[config.mk]
export PLATFORM = sky130hd
export DESIGN_NAME = de10_peripheral_responder_flat
export DESIGN_NICKNAME = d
export VERILOG_FILES = /design/src/rtl/de10_bus_pkg.sv /design/src/rtl/de10_peripheral_responder_if.sv /design/src/rtl/de10_timer.sv /design/src/rtl/de10_peripheral_responder.sv /design/src/flat_wrapper.sv
export SDC_FILE = /design/constraint.sdc
export NUM_CORES = 1
export LEC_CHECK = 0
export ABC_AREA = 1
export CELL_PAD_IN_SITES_DETAIL_PLACEMENT = 0
export CELL_PAD_IN_SITES_GLOBAL_PLACEMENT = 1
export CORE_ASPECT_RATIO = 0.9
export CORE_MARGIN = 3
export CORE_UTILIZATION = 43
export CTS_CLUSTER_DIAMETER = 80
export CTS_CLUSTER_SIZE = 8
export DETAILED_ROUTE_END_ITERATION = 8
export PLACE_DENSITY = 0.89
export SLEW_MARGIN = 10
export SYNTH_ARGS = -nofsm -noshare
export SYNTH_HDL_FRONTEND = slang
export SYNTH_SLANG_ARGS = --single-unit
export TNS_END_PERCENT = 20
[constraint.sdc]
create_clock -name clk -period 7.95 [get_ports clk]
set_input_delay 1.59 -clock clk [delete_from_list [all_inputs] [get_ports clk]]
set_output_delay 1.59 -clock clk [all_outputs]
set_load 0.01 [all_outputs]
[src/rtl/de10_bus_pkg.sv]
// Shared constants for the DE10 processor data bus: region tags, peripheral
// register word offsets and CTRL bit positions.
package de10_bus_pkg;

    localparam logic [9:0] TAG_SRAM   = 10'h0;
    localparam logic [9:0] TAG_PERIPH = 10'h1;
    localparam logic [9:0] TAG_SDRAM  = 10'h2;

    localparam int unsigned OFF_W = 6;
    localparam logic [OFF_W-1:0] OFF_LED    = 6'h00;
    localparam logic [OFF_W-1:0] OFF_SW     = 6'h01;
    localparam logic [OFF_W-1:0] OFF_CNT    = 6'h02;
    localparam logic [OFF_W-1:0] OFF_CMP    = 6'h03;
    localparam logic [OFF_W-1:0] OFF_CTRL   = 6'h04;
    localparam logic [OFF_W-1:0] OFF_STATUS = 6'h05;

    localparam int unsigned CTRL_W      = 3;
    localparam int unsigned CTRL_EN     = 0;
    localparam int unsigned CTRL_IRQ_EN = 1;
    localparam int unsigned CTRL_CLR    = 2;

endpackage

[src/rtl/de10_peripheral_responder_if.sv]
// Peripheral-region bus between the bus controller (master) and a responder (slave).
interface de10_peripheral_responder_if;

    logic        en;
    logic        ren;
    logic        wen;
    logic [31:0] addr;
    logic [31:0] wdata;
    logic [31:0] rdata;
    logic        ready;

    modport master (output en, ren, wen, addr, wdata, input rdata, ready);
    modport slave  (input en, ren, wen, addr, wdata, output rdata, ready);

endinterface

[src/rtl/de10_timer.sv]
// Prescaled 32-bit timer: CNT/CMP/CTRL registers and a sticky compare-match flag.
module de10_timer
    import de10_bus_pkg::*;
#(
    parameter int unsigned PRESCALE = 50
) (
    input  logic              clk,
    input  logic              rst,
    input  logic              i_cnt_we,
    input  logic              i_cmp_we,
    input  logic              i_ctrl_we,
    input  logic              i_status_w1c,
    input  logic [31:0]       i_wdata,
    output logic [31:0]       o_cnt,
    output logic [31:0]       o_cmp,
    output logic [CTRL_W-1:0] o_ctrl,
    output logic              o_match
);

    localparam int unsigned   PW       = (PRESCALE > 1) ? $clog2(PRESCALE) : 1;
    localparam logic [PW-1:0] PRE_LAST = PW'(PRESCALE - 1);

    logic [PW-1:0]     r_pre;
    logic [31:0]       r_cnt;
    logic [31:0]       r_cmp;
    logic [CTRL_W-1:0] r_ctrl;
    logic              r_match;
    logic              w_tick;
    logic              w_hit;

    assign w_tick = r_ctrl[CTRL_EN] && (r_pre == PRE_LAST);
    assign w_hit  = w_tick && (r_cnt == r_cmp);

    // Prescaler parks at zero whenever the timer is disabled
    always_ff @(posedge clk or posedge rst) begin
        if (rst)                                   r_pre <= '0;
        else if (!r_ctrl[CTRL_EN] || w_tick)       r_pre <= '0;
        else                                       r_pre <= r_pre + PW'(1);
    end

    // A software write to CNT overrides the tick update in the same cycle
    always_ff @(posedge clk or posedge rst) begin
        if (rst)                                   r_cnt <= '0;
        else if (i_cnt_we)                         r_cnt <= i_wdata;
        else if (w_hit && r_ctrl[CTRL_CLR])        r_cnt <= '0;
        else if (w_tick)                           r_cnt <= r_cnt + 32'd1;
    end

    always_ff @(posedge clk or posedge rst) begin
        if (rst) begin
            r_cmp  <= '1;
            r_ctrl <= '0;
        end else begin
            if (i_cmp_we)  r_cmp  <= i_wdata;
            if (i_ctrl_we) r_ctrl <= i_wdata[CTRL_W-1:0];
        end
    end

    // A new match takes priority over a simultaneous write-one-to-clear
    always_ff @(posedge clk or posedge rst) begin
        if (rst)               r_match <= 1'b0;
        else if (w_hit)        r_match <= 1'b1;
        else if (i_status_w1c) r_match <= 1'b0;
    end

    assign o_cnt   = r_cnt;
    assign o_cmp   = r_cmp;
    assign o_ctrl  = r_ctrl;
    assign o_match = r_match;

endmodule

[src/rtl/de10_peripheral_responder.sv]
// Peripheral-region responder: register decode, read mux, LED/switch registers,
// single-cycle ready generation and the timer interrupt.
module de10_peripheral_responder
    import de10_bus_pkg::*;
#(
    parameter int unsigned N_LED    = 10,
    parameter int unsigned N_SW     = 10,
    parameter int unsigned PRESCALE = 50
) (
    input  logic                      clk,
    input  logic                      rst,
    de10_peripheral_responder_if.slave bus,
    output logic [N_LED-1:0]          leds,
    input  logic [N_SW-1:0]           sw,
    output logic                      irq
);

    logic              w_acc;
    logic              w_wr;
    logic              w_rd;
    logic [OFF_W-1:0]  w_off;
    logic [31:0]       w_rmux;
    logic [31:0]       w_cnt;
    logic [31:0]       w_cmp;
    logic [CTRL_W-1:0] w_ctrl;
    logic              w_match;
    logic              w_unused;

    logic [31:0]       r_rdata;
    logic              r_ready;
    logic [N_LED-1:0]  r_leds;
    logic [N_SW-1:0]   r_sw_s1;
    logic [N_SW-1:0]   r_sw_s2;

    // A combined read+write strobe is treated as a pure write
    assign w_acc    = bus.en & (bus.ren | bus.wen);
    assign w_wr     = bus.en & bus.wen;
    assign w_rd     = bus.en & bus.ren & ~bus.wen;
    assign w_off    = bus.addr[7:2];
    assign w_unused = ^{bus.addr[31:8], bus.addr[1:0]};

    de10_timer #(.PRESCALE(PRESCALE)) u_timer (
        .clk          (clk),
        .rst          (rst),
        .i_cnt_we     (w_wr && (w_off == OFF_CNT)),
        .i_cmp_we     (w_wr && (w_off == OFF_CMP)),
        .i_ctrl_we    (w_wr && (w_off == OFF_CTRL)),
        .i_status_w1c (w_wr && (w_off == OFF_STATUS) && bus.wdata[0]),
        .i_wdata      (bus.wdata),
        .o_cnt        (w_cnt),
        .o_cmp        (w_cmp),
        .o_ctrl       (w_ctrl),
        .o_match      (w_match)
    );

    always_comb begin
        w_rmux = '0;
        case (w_off)
            OFF_LED:    w_rmux = 32'(r_leds);
            OFF_SW:     w_rmux = 32'(r_sw_s2);
            OFF_CNT:    w_rmux = w_cnt;
            OFF_CMP:    w_rmux = w_cmp;
            OFF_CTRL:   w_rmux = 32'(w_ctrl);
            OFF_STATUS: w_rmux = 32'(w_match);
            default:    w_rmux = '0;
        endcase
    end

    always_ff @(posedge clk or posedge rst) begin
        if (rst) begin
            r_rdata <= '0;
            r_ready <= 1'b0;
            r_leds  <= '0;
            r_sw_s1 <= '0;
            r_sw_s2 <= '0;
        end else begin
            r_ready <= w_acc;
            r_sw_s1 <= sw;
            r_sw_s2 <= r_sw_s1;
            if (w_rd)                         r_rdata <= w_rmux;
            if (w_wr && (w_off == OFF_LED))   r_leds  <= bus.wdata[N_LED-1:0];
        end
    end

    assign bus.rdata = r_rdata;
    assign bus.ready = r_ready;
    assign leds      = r_leds;
    assign irq       = w_match & w_ctrl[CTRL_IRQ_EN];

endmodule

[src/flat_wrapper.sv]
// flat-port wrapper written by rule: the top's interface ports become plain ports
module de10_peripheral_responder_flat import de10_bus_pkg::*;
#(
    parameter int unsigned N_LED    = 10,
    parameter int unsigned N_SW     = 10,
    parameter int unsigned PRESCALE = 50
)
  (clk, rst, leds, sw, irq, bus_en, bus_ren, bus_wen, bus_addr, bus_wdata, bus_rdata, bus_ready);
  de10_peripheral_responder_if bus_i ();
  input  logic clk;
  input  logic rst;
  output logic [N_LED-1:0] leds;
  input  logic [N_SW-1:0] sw;
  output logic irq;
  input wire logic [$bits(bus_i.en)-1:0] bus_en;
  input wire logic [$bits(bus_i.ren)-1:0] bus_ren;
  input wire logic [$bits(bus_i.wen)-1:0] bus_wen;
  input wire logic [$bits(bus_i.addr)-1:0] bus_addr;
  input wire logic [$bits(bus_i.wdata)-1:0] bus_wdata;
  output wire logic [$bits(bus_i.rdata)-1:0] bus_rdata;
  output wire logic [$bits(bus_i.ready)-1:0] bus_ready;
  assign bus_i.en = bus_en;
  assign bus_i.ren = bus_ren;
  assign bus_i.wen = bus_wen;
  assign bus_i.addr = bus_addr;
  assign bus_i.wdata = bus_wdata;
  assign bus_rdata = bus_i.rdata;
  assign bus_ready = bus_i.ready;
  de10_peripheral_responder #(.N_LED(N_LED), .N_SW(N_SW), .PRESCALE(PRESCALE)) u_core (.clk(clk), .rst(rst), .bus(bus_i), .leds(leds), .sw(sw), .irq(irq));
endmodule
## Word-level counts from Yosys, hierarchy flattened

Index checks and enable logic that the tools add are counted.
Widths: inputs -> output; s select.

| storage, ports and cells | value |
|---|---|
| register bits after elaboration | 137 |
| bits in latches | 0 |
| bits in writable memories | 0 |
| bits in read-only memories | 0 |
| input port bits | 79 |
| output and inout port bits | 44 |
| word-level logic and storage cells | 47 |
| memories kept | 0 |

| cells by class | value |
|---|---|
| add/subtract/negate cells | 2 |
| multipliers | 0 |
| div/mod/pow operators | 0 |
| order comparisons | 0 |
| eq/ne operators | 7 |
| shift operators | 0 |
| muxes and demuxes | 7 |
| bitwise operators | 7 |
| reduce and logical (&&, ||, !) cells | 14 |

Operator list:

| operator | count |
|---|---|
| $pmux 32 s6 | 1 |
| $mux 32 | 3 |
| $add 32x1->32 const B | 1 |
| $eq 32x32->1 | 1 |
| $eq 6x2->1 const B | 2 |
| $eq 6x3->1 const B | 2 |
| $logic_and 1x1->1 | 9 |
| $add 6x1->6 const B | 1 |
| $eq 6x1->1 const B | 1 |
| $eq 6x6->1 const B | 1 |
| $logic_not 6->1 | 1 |
| $mux 6 | 1 |
| $and 1x1->1 | 5 |
| $reduce_bool 3->1 | 1 |
| $mux 1 | 2 |
| $reduce_bool 2->1 | 1 |
| $logic_not 1->1 | 1 |
| $logic_or 1x1->1 | 1 |
| $not 1->1 | 1 |
| $or 1x1->1 | 1 |

## Longest topological paths before layout

Gate-level depths: netlist of the first run.

| depth | value |
|---|---|
| depth after elaboration | 6 |
| gate-level depth with buffers | 14 |
| mapped depth without buffers | 12 |

## Modules after synthesis

Synthesis of the first run repeated with hierarchy kept, for this count alone.

| second synthesis, totals | value |
|---|---|
| cells, all modules | 1,083 |
| area, all modules | 7,952.6 sq um |

Modules (own cells, without submodules):

| module | instances | cells an instance | area an instance (sq um) | sequential area each (sq um) |
|---|---|---|---|---|
| de10_timer | 1 | 716 | 5,034.8 | 1,891.8 |
| de10_peripheral_responder | 1 | 367 | 2,917.8 | 1,576.5 |

## Worst setup path before layout of the first run

No wires, ideal clock.

| timing | value |
|---|---|
| path type | in2reg |
| from | input port bus_addr[4] |
| to | register u_core.u_timer.r_cnt[16] (netlist: u_core.u_timer.o_cnt[16]) |
| arrival time | 2.634 ns |
| required time | 7.830 ns |
| path slack | 5.197 ns |
| cell stages on the path | 12 |
| cells stage by stage | inv_1 > nand2_1 > inv_2 > nand4_4 > nor2_8 > nor2_2 > inv_2 > buf_6 > buf_6 > o21ai_2 > inv_1 > a21oi_2 |

| on the way | value |
|---|---|
| word-level cells in the longest chain between the ends | 3 |
| elaborated cells between the ends (all ways) | 4 |
| those cells by class | eq/ne: 1; mux: 1; reduce/logical: 2 |

RTL lines:

| element | RTL line | source |
|---|---|---|
| from (decl) | flat_wrapper.sv:18 | `input wire logic [$bits(bus_i.addr)-1:0] bus_addr;` |
| $eq 6x2->1 * | de10_peripheral_responder.sv:45 | `.i_cnt_we (w_wr && (w_off == OFF_CNT)),` |
| $logic_and 1x1->1 * | de10_peripheral_responder.sv:45 |  |
| $reduce_bool 3->1 (no line) or $mux 32 (tied branches) | -- |  |
| to (signal assigned) | de10_timer.sv:44 | `else if (i_cnt_we) r_cnt <= i_wdata;` |
| to (signal assigned) | de10_timer.sv:46 | `else if (w_tick) r_cnt <= r_cnt + 32'd1;` |
| to (decl) | de10_timer.sv:24 | `logic [31:0] r_cnt;` |

Mark *: on every way between the ends. The rest lies on a longest branch, timed or not.
A chain may end at the register's enable or synchronous reset.

## Worst setup path in the final report of the first run

| timing | value |
|---|---|
| from | input port bus_addr[4] |
| to | register u_core.u_timer.r_cmp[16] (netlist: u_core.u_timer.o_cmp[16]) |

| on the way | value |
|---|---|
| word-level cells in the longest chain between the ends | 2 |

RTL lines:

| element | RTL line | source |
|---|---|---|
| $eq 6x2->1 | de10_peripheral_responder.sv:46 | `.i_cmp_we (w_wr && (w_off == OFF_CMP)),` |
| $logic_and 1x1->1 | de10_peripheral_responder.sv:46 |  |
| to (signal assigned) | de10_timer.sv:54 | `if (i_cmp_we) r_cmp <= i_wdata;` |
| to (decl) | de10_timer.sv:25 | `logic [31:0] r_cmp;` |

No other way between the ends.

==> metrics.md, run 1 <==
| Metric | Value |
|---|---|
| Status | completed |
| Die Wd | 145.6 um |
| Synthesized instance count | 917 |
| Max_slew headroom | 0.2808 |
| Die span in y | 131.6 um |
| Core Area | 17000 sq um |
| Post-synth EDFFs | 0 |
| Routed vias/inst | 5.075 |
| Root Buffer | clkbuf_16 |
| Switching part of the total | 0.2767 |
| Clock power share | 0.417 |
| Largest net degree at the start of global routing | 78 |
| Slew of the pin with the lowest slew margin | 1077 ps |
| Grt met3 use | 0.03690 |
| N_diodes | 0 |
| CTS Buf Count | 17 |
| Distinct cell type count after synthesis | 50 |
| TritonCTS clock tree | built |
| WL/cell | 15.70 um |
| Iter 0 DRT Violations | 443 |
| IO Port Bufs | 96 |
| Final Cycle Share | 0.5027 |
| Fin nets | 1062 |
| Sequential Power Share | 0.459 |
| Final Hold Fails | 0 |
| Worst EP required | 8290 ps |
| Via count | 6232 |
| DRC Markers | 0 |
| First-pass GRT wire length | 31.28 mm |
| Avg Inst Size Synth | 8.221 sq um |
| Worst path max stage delay | 610 ps |
| NetSw | 0.4971 mW |
| Syn Nets | 999 |
| Hold-fix buffers, CTS | 0 |
| Mapped Area | 7538 sq um |
| Post-synth top flop | dfrtp_1 |
| Async SR Flop Fraction | 1.000 |
| Final WL | 19.28 mm |
| H-tree Lvls | 4 |
| Worst path slowest cell | nand2_1 |
| Final setup violation count | 0 |
| CTS max path bufs | 2 |
| #FFs+latches synth | 137 |
| TritonRoute pass-1 iters | 5 |
| Synth warnings | 0 |
| Leak | 4.065 nW |
| Final worst path period need | 3997 ps |
| Worst-path clk slew | 60 ps |
| Area growth, synth to finish | 20.46% |
| Die area | 19160 sq um |
| MaxCap Viol Count | 0 |
| Met1 capacity usage during global routing | 0.3060 |
| CTS sink count | 137 |
| All-Layer GR Usage | 0.2030 |
| Starting Density | 0.4433 |
| Seq/Total Area, Yosys | 0.4601 |
| Total global routing overflow | 0 |
| Detail Route Antenna Nets | 0 |
| Critical path arrival | 4340 ps |
| Setup TNS | 0 ps |
| # rows | 45 |
| Int Pwr | 1.299 mW |
| Number of global-route vias before repair | 5860 |
| Post CTS Setup Buffer Count | 0 |
| GR peak layer | met1 |
| Top-Level Pins | 123 |
| Antenna violations before repair | 0 |
| Combinational share of power | 0.124 |
| RePlAce Congestion | 0.9196 |
| Hold Crit Class | register to register |
| Worst-Skew Late Latency | 420 ps |
| Setup CP Type | input pin to register |
| Layout cells sized above 1 | 0.1349 |
| Crit Path Max Fanout | 36 |
| Fmax | 250.2 MHz |
| Clock Skew | 7.771 ps |
| Worst setup SP type | input pin |
| Crit path cell chain | clkdlybuf4s50_1, inv_1, nand2_1, inv_2, nand4_1, inv_1, buf_4, nand2_1, buf_4, o21ai_0 |
| Hold Worst Slack | 347.2 ps |
| Critical path capture point type | register |
| Post-DP HPWL | 13.44 mm |
| Pwr dens | 197.8 nW/um^2 |
| M2 GR Usage | 0.2943 |
| CTS-repair resized insts | 0 |
| RSZ-0062 raised after global routing | false |
| Fin. max-slew vios | 0 |
| VDD IR max | 0.1618 mV |
## registers in the layout, summed over array words and instances, names as in the netlist
name,flops
u_core.u_timer.o_ctrl,3
u_core.u_timer.r_pre,6
u_core.u_timer.o_cnt,32
u_core.bus.rdata,32
u_core.bus.ready,1
u_core.r_sw_s2,10
u_core.leds,10
u_core.r_sw_s1,10
u_core.u_timer.o_match,1
u_core.u_timer.o_cmp,32
## power groups by stage
| stage | sequential, mW | clock (mW) | combinational, mW |
|---|---|---|---|
| 4_1_cts | 0.823 | 0.762 | 0.224 |
| 2_1_floorplan | 0.798 | 0 | 0.176 |
| 5_1_grt | 0.832 | 0.790 | 0.251 |
| 3_3_place_gp | 0.832 | 0 | 0.218 |
| 3_5_place_dp | 0.834 | 0 | 0.221 |
| 6_report | 0.825 | 0.749 | 0.222 |
## synthesized netlist by cell type (5+ instances only)
master      n  area [sq um]
a22oi_1    23         172.7
clkbuf_2    5         25.02
a21o_1      6         45.04
nand3_1    39         195.2
nor3_1      8         40.04
o21ai_2    10         87.58
buf_2      22         110.1
a21oi_1    27         135.1
nor2_1     69         259.0
a32oi_1     7         61.31
inv_1     100         375.4
o21ai_0    85         425.4
buf_6       5         56.30
mux2_2      5         56.30
nor2_2      9         56.30
clkbuf_1   15         56.30
nand3b_1   14         105.1
nand3_2     5         50.05
inv_2       8         30.03
a21oi_2    11         96.34
nand4_1    11         68.82
nand2_1   206         773.2
buf_4       8         60.06
xor2_1     25         219.0
dfstp_2    32         840.8
xnor2_1    21         183.9
dfrtp_1   105          2628
## metrics by stage
step	utilization	cell area [sq um]	cells	setup WS (ps)	power, mW
global route	0.5341	9081	1228	3702	1.873
floorplan	-	7538	917	2745	0.9741
CTS	0.5341	9081	1228	3964	1.808
finish	0.5341	9081	1228	3953	1.796
detailed placement	0.5011	8521	1196	3530	1.055
global placement	0.5011	8521	1196	3597	1.050
## placed cells by master (no fill, tap or decap), types with 17 or more instances in the layout
cell type	Yosys	layout
clkdlybuf4s50_1	0	96
inv_1	100	99
dfrtp_1	105	105
nand3_1	39	39
a21oi_1	27	27
o21ai_0	85	85
nor2_1	69	69
clkbuf_16	0	17
dfstp_2	32	32
xnor2_1	21	21
a22oi_1	23	23
nand2_1	206	206
xor2_1	25	25
## cells by family (layout without fill, tap and decap cells)
logic type	Yosys count	count (layout)	share of synthesized area
flops	137	137	0.4601
xor+xnor	46	46	0.05344
buf+inv	167	243	0.09660
simple gates	383	383	0.2342
mux	5	5	0.007468
compound gates	176	176	0.1432
fa+ha+maj	3	3	0.004980
## layer usage
metal  wire, um  vias to the layer above
met3       1005                       30
met2       8220                      167
li1           -                     3092
met5          0                        -
met4        381                        0
met1       9670                     2943
## final timing paths
path | from | endpoint | slack (ps) | depth (start not counted)
max | bus_addr[4] | u_core.u_timer.o_cmp[16] | 3950 | 10
min in group asynchronous | rst | u_core.bus.rdata[5] | 1620 | 2
max reg2reg | u_core.u_timer.o_cnt[13] | u_core.u_timer.o_cnt[19] | 5120 | 6
max in group asynchronous | rst | u_core.u_timer.o_cnt[12] | 4970 | 3
min | u_core.r_sw_s1[7] | u_core.r_sw_s2[7] | 350 | 0
min reg2reg | u_core.r_sw_s1[7] | u_core.r_sw_s2[7] | 350 | 0
## critical path: cells and delay by family
family | cells | cell delay, ps
AOI/OAI and AO/OA | 1 | 200
buffers and inverters | 6 | 1600
and+or+nand+nor | 3 | 890
## area by class of cell
cell class,count,area (sq um)
flip-flops and latches,137,3468
multi-input cells,613,3342
clock buffers,18,439.2
clock inverters,14,121.4
inverters,110,417.9
fillers,1644,7923
repair buffers,101,998.5
well taps,235,294.0
(Power assumes the default switching activity.)
==> inputs of run 2 (changes only) <==
CORE_UTILIZATION = 36   (was 43)
PLACE_DENSITY = 0.8   (was 0.89)
clock period = 3.56 ns   (was 7.95 ns; I/O delays follow)
==> run 2 against run 1 <==
Effect of this change:
- clock power rose by 140%
- register-to-register slack got worse by 3700 ps
- global-route usage fell by 1.9 points
- largest cell class unchanged
- first-iteration DRC count rose by 14%
- clock skew rose by 1.1 ps
- highest routed layer unchanged
- total power rose by 130%
- sequential share of layout area fell by 0.92 points
- cell count rose by 4.8%
- non-clock buffer count rose by 14
- worst hold slack improved by 1.4 ps
==> metrics.md, run 2 (synthesis results as in run 1) <==
| Metric | Value |
|---|---|
| Final worst path period need | 2493 ps |
| Slew of the pin with the lowest slew margin | 1066 ps (-11.56 ps) |
| TritonCTS clock tree | built |
| Worst-path clk slew | 70 ps (about the same) |
| Critical path arrival | 2840 ps (-1500 ps) |
| Hold_sp | u_core.r_sw_s1[8] |
| VDD IR max | 0.2967 mV (+83%) |
| Fin nets | 1076 (+1.3%) |
| CTS-repair resized insts | 0 (unchanged) |
| Core Area | 20290 sq um (+19%) |
| Setup CP Type | input pin to register |
| Most frequent cells in the layout | nand2_1 (206), dfrtp_1 (105), inv_1 (99) |
| Critical path capture point type | register |
| Placed insts | 1255 (+4.9%) |
| Setup TNS | 0 ps (unchanged) |
| DRC Markers | 0 (unchanged) |
| Root Buffer | clkbuf_16 |
| RePlAce Congestion | 0.8830 (-4.0%) |
| All-Layer GR Usage | 0.1843 (-0.01877) |
| Clock Skew | 8.900 ps (+1.129 ps) |
| Iter 0 DRT Violations | 504 (+14%) |
| Worst setup SP type | input pin |
| Post CTS Setup Buffer Count | 0 (unchanged) |
| RSZ-0062 raised after global routing | false |
| # rows | 49 (+8.9%) |
| First-pass GRT wire length | 32.91 mm (+5.2%) |
| Worst EP required | 3910 ps (-4380 ps) |
| Tot Pwr | 4.148 mW (+130%) |
| MaxCap Viol Count | 0 (unchanged) |
| Starting Density | 0.3715 (-0.07186) |
| Met2 WL | 8.517 mm (+3.6%) |
| Die area | 22710 sq um (+19%) |
| Post-DP HPWL | 14.38 mm (+7.0%) |
| N_diodes | 0 (unchanged) |
| Die span in y | 143.3 um (+8.9%) |
| Fmax | 401.2 MHz |
| CTS sink count | 137 (unchanged) |
| Crit Path Max Fanout | 55 (+53%) |
| Finished Core Util | 0.4586 (-0.07547) |
| Hold Crit Class | register to register |
| R2R Path End | u_core.u_timer.o_cnt[15] |
| Cells on worst reg2reg path | 12 (+6) |
| CTS Buf Count | 17 (unchanged) |
| Met3 WL | 691 um (-31%) |
| Fin. max-slew vios | 0 (unchanged) |
| Hold endpoint | u_core.r_sw_s2[8] |
| Die Wd | 158.5 um (+8.9%) |
| Final Hold Fails | 0 (unchanged) |
| Top Layer Used | met4 |
| Status | completed |
| IO Port Bufs | 96 (unchanged) |
| Worst-Skew Late Latency | 430 ps (about the same) |
| Final WL | 19.77 mm (+2.5%) |
| Antenna violations before repair | 0 (unchanged) |
| Routed vias/inst | 4.865 (-4.1%) |
| R2r startpoint | u_core.u_timer.r_pre[1] |
| Total global routing overflow | 0 (unchanged) |
| WL/cell | 15.36 um (-2.2%) |
| Top-Level Pins | 123 (unchanged) |
| Worst Hold Depth | 0 (unchanged) |
| Max_slew headroom | 0.2895 (+0.008754) |
| Number of global-route vias before repair | 6010 (+2.6%) |
| Largest net degree at the start of global routing | 72 (-7.7%) |
| Final setup violation count | 0 (unchanged) |
| Layout cells sized above 1 | 0.1470 (+0.01203) |
| CTS max path bufs | 2 (unchanged) |
| Area growth, synth to finish | 23.45% |
| Final non-filler cell total | 1287 (+4.8%) |
| TritonRoute pass-1 iters | 5 (unchanged) |
| R2R Setup Slk | 1390 ps (-3730 ps) |
| Detail Route Antenna Nets | 0 (unchanged) |
| Final Cycle Share | 0.7002 |
| Pwr dens | 445.7 nW/um^2 (+130%) |
| Commonest non-fill, non-tap cell in the layout | nand2_1 |
| Metal1 wirelength | 10.32 mm (+6.7%) |
| Leak | 4.159 nW (+2.3%) |
| H-tree Lvls | 4 (unchanged) |
| Via count | 6261 (+0.47%) |
| Hold-fix buffers, CTS | 0 (unchanged) |
[run 2: cell count changes in the layout (fill, tap and decap cells not counted), moves of 2 or more]
cell	before	now
buf_12	0	2
buf_4	5	17
clkinv_2	5	0
clkinv_8	0	2
clkinvlp_4	3	1
inv_6	5	7
inv_8	0	3
[run 2: through the flow]
step / hold slack [ps] / worst slack (ps) / cell area (sq um)
after floorplan: 331.2 / 1167 / 7542
after detailed placement: 334.7 / 607.8 / 8706
after global placement: 332.3 / 663.3 / 8706
final: 348.6 / 1067 / 9306
after global routing: 357.1 / 811.6 / 9306
after CTS: 349.8 / 1057 / 9306
[run 2: layer usage]
layer	GRT usage	vias up
li1	-	3116
met2	0.2627	124
met3	0.02697	20
met4	0.05432	0
met5	0	-
met1	0.2875	3001
[run 2: worst max-delay path by stage]
stage / to / depth (start not counted) / slack [ps] / startpoint
floorplan: u_core.bus.rdata[0] / 1 / 1170 / rst
global placement: u_core.u_timer.o_cnt[2] / 10 / 660 / bus_addr[5]
detailed placement: u_core.u_timer.o_cnt[2] / 10 / 610 / bus_addr[5]
CTS: u_core.u_timer.o_cnt[2] / 10 / 1060 / bus_addr[5]
global route: u_core.leds[9] / 9 / 810 / bus_addr[5]
finish: u_core.u_timer.o_cnt[2] / 10 / 1070 / bus_addr[5]
[run 2: worst max-delay path: stages]
cell and delay [ps]:
clkdlybuf4s50_1 480, inv_1 40, nand2_1 60, inv_2 120, nand4_4 140, nor2_8 40
inv_2 750, buf_4 250, nand3_1 80, a21oi_1 170
[run 2: power by group]
group	switching [mW]	internal (mW)
registers	0.157	1.69
clock network	0.798	1.00
logic	0.263	0.240
total	1.22	2.93
[run 2: cell type report]
| type | count | area (sq um) |
|---|---|---|
| Fill cell | 2027 | 10990 |
| Sequential cell | 137 | 3468 |
| Multi-Input combinational cell | 613 | 3342 |
| Timing Repair Buffer | 115 | 1129 |
| Clock buffer | 17 | 425.4 |
| Inverter | 110 | 416.7 |
| Tap cell | 280 | 350.3 |
| Clock inverter | 15 | 175.2 |
